[config.mk]
export PLATFORM = sky130hd
export DESIGN_NAME = pwm_deadtime
export DESIGN_NICKNAME = d
export VERILOG_FILES = /design/src/rtl/pwm_deadtime.sv
export SDC_FILE = /design/constraint.sdc
export NUM_CORES = 1
export LEC_CHECK = 0
export ABC_AREA = 1
export CORE_UTILIZATION = 52
export CTS_CLUSTER_SIZE = 30
export DETAILED_ROUTE_END_ITERATION = 6
export PLACE_DENSITY = 0.76
export SLEW_MARGIN = 30
export SYNTH_ARGS = -nofsm -noshare
export SYNTH_HDL_FRONTEND = slang
export SYNTH_SLANG_ARGS = --single-unit
[constraint.sdc]
create_clock -name clk -period 1.96 [get_ports clk]
set_clock_uncertainty 0.1 [all_clocks]
set_input_delay 0.196 -clock clk [delete_from_list [all_inputs] [get_ports clk]]
set_output_delay 0.196 -clock clk [all_outputs]
set_load 0.03 [all_outputs]
[src/rtl/pwm_deadtime.sv]
// Complementary high/low-side drive from one PWM level.
// Adds dead time at each commutation and counts swallowed pulses.
module pwm_deadtime #(
  parameter int DT_SIZE   = 8,
  parameter int DROP_SIZE = 8
) (
  input  logic                 clk,
  input  logic                 rst,
  input  logic                 en,
  input  logic                 pwm_in,
  input  logic [DT_SIZE-1:0]   dead_time,
  output logic                 hs_out,
  output logic                 ls_out,
  output logic                 dt_active,
  output logic [DROP_SIZE-1:0] drop_cnt
);

  localparam logic [1:0] S_OFF = 2'd0;
  localparam logic [1:0] S_DT  = 2'd1;
  localparam logic [1:0] S_HS  = 2'd2;
  localparam logic [1:0] S_LS  = 2'd3;

  localparam logic [DT_SIZE-1:0]   CNT_ONE  = 1;
  localparam logic [DROP_SIZE-1:0] DROP_ONE = 1;

  logic [1:0]           state_q, state_d;
  logic [DT_SIZE-1:0]   cnt_q, cnt_d;
  logic                 prev_q, prev_d;
  logic [DROP_SIZE-1:0] drop_q, drop_d;
  logic                 hs_q, hs_d;
  logic                 ls_q, ls_d;
  logic                 dta_q, dta_d;

  always_comb begin
    state_d = state_q;
    cnt_d   = cnt_q;
    prev_d  = prev_q;
    drop_d  = drop_q;
    if (!en) begin
      state_d = S_OFF;
      cnt_d   = '0;
    end else begin
      unique case (state_q)
        S_OFF: begin
          state_d = S_DT;
          cnt_d   = dead_time;
          prev_d  = ~pwm_in;
        end
        S_HS: begin
          if (!pwm_in) begin
            state_d = S_DT;
            cnt_d   = dead_time;
            prev_d  = 1'b1;
          end
        end
        S_LS: begin
          if (pwm_in) begin
            state_d = S_DT;
            cnt_d   = dead_time;
            prev_d  = 1'b0;
          end
        end
        S_DT: begin
          // a zero dead time still costs one both-off cycle
          if (cnt_q <= CNT_ONE) begin
            state_d = pwm_in ? S_HS : S_LS;
            cnt_d   = '0;
            if (pwm_in == prev_q && drop_q != '1)
              drop_d = drop_q + DROP_ONE;
          end else begin
            cnt_d = cnt_q - CNT_ONE;
          end
        end
        default: state_d = S_OFF;
      endcase
    end
    hs_d  = (state_d == S_HS);
    ls_d  = (state_d == S_LS);
    dta_d = (state_d == S_DT);
  end

  always_ff @(posedge clk or posedge rst) begin
    if (rst) begin
      state_q <= S_OFF;
      cnt_q   <= '0;
      prev_q  <= 1'b0;
      drop_q  <= '0;
      hs_q    <= 1'b0;
      ls_q    <= 1'b0;
      dta_q   <= 1'b0;
    end else begin
      state_q <= state_d;
      cnt_q   <= cnt_d;
      prev_q  <= prev_d;
      drop_q  <= drop_d;
      hs_q    <= hs_d;
      ls_q    <= ls_d;
      dta_q   <= dta_d;
    end
  end

  assign hs_out    = hs_q;
  assign ls_out    = ls_q;
  assign dt_active = dta_q;
  assign drop_cnt  = drop_q;

endmodule

==> impl_summary.log <==
[metrics] average wire length per cell after detail routing: 12.1 um
[metrics] Worst-Margin Slew: 0.393 ns
[metrics] Post-Synth Simple-Gate Area: 38.9%
[metrics] maximum clock frequency: 552 MHz
[metrics] mux share of post-synthesis cell area: 0%
[metrics] CTS resizes: 0
[metrics] overall die height: 53.4 um
[metrics] post-synth top area cell: sky130_fd_sc_hd__dfrtp_1
[metrics] most instantiated flip-flop cell in the synthesis netlist: sky130_fd_sc_hd__dfrtp_1
[metrics] n_diodes: 0
[metrics] FFs w/ async S/R, synth: 100%
[metrics] layer with the highest usage: met2
[metrics] antenna violations before repair: 0
[metrics] Worst-Skew Late Latency: between 0.3 and 0.4 ns
[metrics] Period Utilization, post-route: between 90 and 100%
[metrics] total of hold buffers inserted after clock tree synthesis: 0
[metrics] HPWL after detailed placement: ~2.3 mm
[metrics] dominant combinational cell family by area after synthesis: simple AND/OR/NAND/NOR gates
[metrics] number of pins with negative max-slew slack in the final report: 0
[metrics] cell chain of the critical path: clkdlybuf4s50_1
[metrics] parity-gate share of the synthesized area counting xor and xnor cells: about 6.4%
[metrics] met3 Use GR: 3.45%
[metrics] DRC Markers: 0
[metrics] global-route met1 utilization: 29.4%
[metrics] post-CTS setup buffer count: 0
[metrics] CTS root buf: sky130_fd_sc_hd__clkbuf_4
[metrics] worst max-slew margin expressed relative to the limit: around three quarters
[metrics] DRT Wirelength: about 3.0 mm
[metrics] PortBufs: 22
[metrics] min Tclk post-route: 1.81 ns
[metrics] met2 Track Usage GR: between 40% and 50%
[metrics] Crit path max-delay family: buffers and inverters
[metrics] Commonest cells post-synth: sky130_fd_sc_hd__nand2_1, sky130_fd_sc_hd__dfrtp_1, sky130_fd_sc_hd__nor2_1, sky130_fd_sc_hd__inv_1, sky130_fd_sc_hd__nand3_1
[metrics] setup repair after global routing missed its margin: no
[metrics] worst slack after detailed placement: 0.197 ns
[metrics] IO Count: 23
[metrics] maximum number of pins on one net before global-route repair: 23
[metrics] total negative setup slack: 0 ns
[metrics] Required @ worst endpoint: between 1.5 and 2 ns
[metrics] overall die width: 53.4 um
[metrics] synthesized flop and latch total: 22
[metrics] power per unit of standard cell area: 991 nW/um^2
[metrics] top-area cell type share of the netlist area: 40.0%
[metrics] TritonCTS clock tree: built
[metrics] nets@finish: 231
[metrics] leakage component of the power: 0.874 nW
[metrics] number of buffer and inverter stages on the critical path: 1
[metrics] global-route total usage across every layer: 23.8%
[metrics] CTS buffer count: 3
[metrics] Overflow after GRT: 0
[metrics] DRC violation total after the first TritonRoute iteration: 44
[metrics] sort of element at the end of the critical path: output pin
[metrics] startpoint types: register
[metrics] area of the core: around 2500 um^2
[metrics] largest voltage drop on the vdd net: 0.772 mV
[metrics] growth of design area from synthesis to finish: 23.1%
[metrics] count of mapped cells out of synthesis: 188
[metrics] Distinct cells, synth: 20
[metrics] worst setup slack after layout: between 0.1 and 0.15 ns
[metrics] number of rows in the core area: 18
[metrics] outcome: finished clean
[metrics] fraction of the mapped netlist area in adder cells: 2.73%
[metrics] critical path arrival: 1.52 ns
[metrics] number of hold violations in the final report: 0
[metrics] via count of the first global-routing pass: 1185
[metrics] portion of the post-synthesis area used by sequential elements: between 40 and 50%
[metrics] Critical Path Slowest Stage Cell: sky130_fd_sc_hd__clkdlybuf4s50_1
[metrics] overall power consumption: 0.00168 W
[metrics] Pre-antenna DRT Iters: 5
[metrics] clock tree sinks: 22
[metrics] weighted congestion at the end of routability-driven global placement: roughly 0.85
[metrics] WS Path Type: register to output pin
[metrics] # H-tree levels: 1
[metrics] count of vias placed by the detailed router: between 1000 and 1500
[metrics] clock-pin transition on the worst setup and hold timing paths: 0.14 ns
[metrics] Area contributors post-synth: sky130_fd_sc_hd__dfrtp_1, sky130_fd_sc_hd__nand2_1, sky130_fd_sc_hd__nand3_1
[metrics] cell area after synthesis: 1380 um^2
[metrics] die outline area: 2850 um^2
[metrics] final setup vio count: 0
[metrics] initial core utilization: 55.5%
[metrics] Synth Net Count: 203
[metrics] maximum net fanout on the critical path: 6
[metrics] deepest clock path buffer count: 2
[metrics] most used standard cell by instance count after synthesis: sky130_fd_sc_hd__nand2_1
[metrics] maximum single-stage delay on the critical path: 0.71 ns
[metrics] Yosys Warn Count: 0
[metrics] max-cap check violation count: 0
[metrics] global-route wire length before repair: 4.89 mm
[metrics] remaining number of nets flagged by the antenna check after routing: 0
[metrics] path category of the worst min-delay check: input port to asynchronous set/reset pin
[metrics] syn avg cell area: 7.31 um^2
[metrics] share of layout cells above drive strength 1: 10.7%
[metrics] via density per instance: 5.18
[metrics] count of flip-flops with a built-in enable after synthesis: 0
[metrics] complex-gate fraction of the synthesized area: 5.46%
metal layers:
| metal | vias to the layer above | wire, um |
|---|---|---|
| met1 | 592 | 1370 |
| met5 | - | 0 |
| li1 | 636 | - |
| met3 | 9 | 123 |
| met2 | 33 | 1410 |
| met4 | 0 | 55 |
kinds of logic (layout without fill, tap and decap cells):
kind of cell / count (synthesis) / count (layout)
AND/OR/NAND/NOR: 117 / 117
buffers and inverters: 24 / 51
flip-flops: 22 / 22
AO/OA/AOI/OAI: 12 / 12
XOR/XNOR: 10 / 10
adder cells (fa/ha/maj): 3 / 3
through the flow:
step	area (um^2)	util [%]	instances	hold WS, ns
after floorplan	1380	-	188	0.0852
after global placement	1640	66.2	241	0.395
after detailed placement	1640	66.2	241	0.400
after CTS	1690	68.3	245	0.104
after global routing	1690	68.3	245	0.125
final	1690	68.3	245	0.0913
layout by cell type, fill, tap and decap left out, drive strengths merged:
| cell type | netlist | final |
|---|---|---|
| xor2 | 6 | 6 |
| clkdlybuf4s50 | 0 | 22 |
| inv | 24 | 24 |
| nor3 | 3 | 3 |
| clkbuf | 0 | 3 |
| nor2 | 26 | 26 |
| bufinv | 0 | 1 |
| nand3 | 16 | 16 |
| nand4 | 2 | 2 |
| xnor2 | 4 | 4 |
| nand2 | 70 | 70 |
| dfrtp | 22 | 22 |
| ha | 3 | 3 |
| o21ai | 10 | 10 |
| a21oi | 2 | 2 |
| buf | 0 | 1 |
power breakdown:
group	internal, W	switching, W
logic	0.000257	0.000428
registers	0.000540	0.0000959
clock network	0.000207	0.000149
total	0.00100	0.000673
state kept, by name, indices dropped and copies added (netlist names):
signal and cells:
cnt_q 8, drop_cnt 8, state_q 2, dt_active 1
hs_out 1, ls_out 1, prev_q 1
worst paths after layout:
| path | startpoint | end | slack (ns) | cells after the start |
|---|---|---|---|---|
| max in group asynchronous | rst | cnt_q[4] | 1.44 | 3 |
| worst max register to register | cnt_q[0] | drop_cnt[3] | 0.21 | 8 |
| worst min register to register | cnt_q[1] | cnt_q[1] | 0.43 | 2 |
| min in group clk | dead_time[2] | cnt_q[2] | 0.35 | 3 |
| worst max-delay path | drop_cnt[4] | drop_cnt[4] | 0.15 | 1 |
| worst min-delay path | rst | cnt_q[2] | 0.09 | 3 |
area by class of cell:
class | count | area [um^2]
clock inverter | 1 | 30.0
clock buffer | 3 | 22.5
timing repair buffer | 23 | 228
sequential | 22 | 551
tap | 30 | 37.5
multi-input combinational | 142 | 734
inverter | 24 | 90.1
fill | 200 | 785
No activity file was read; power rests on OpenSTA's default activity.
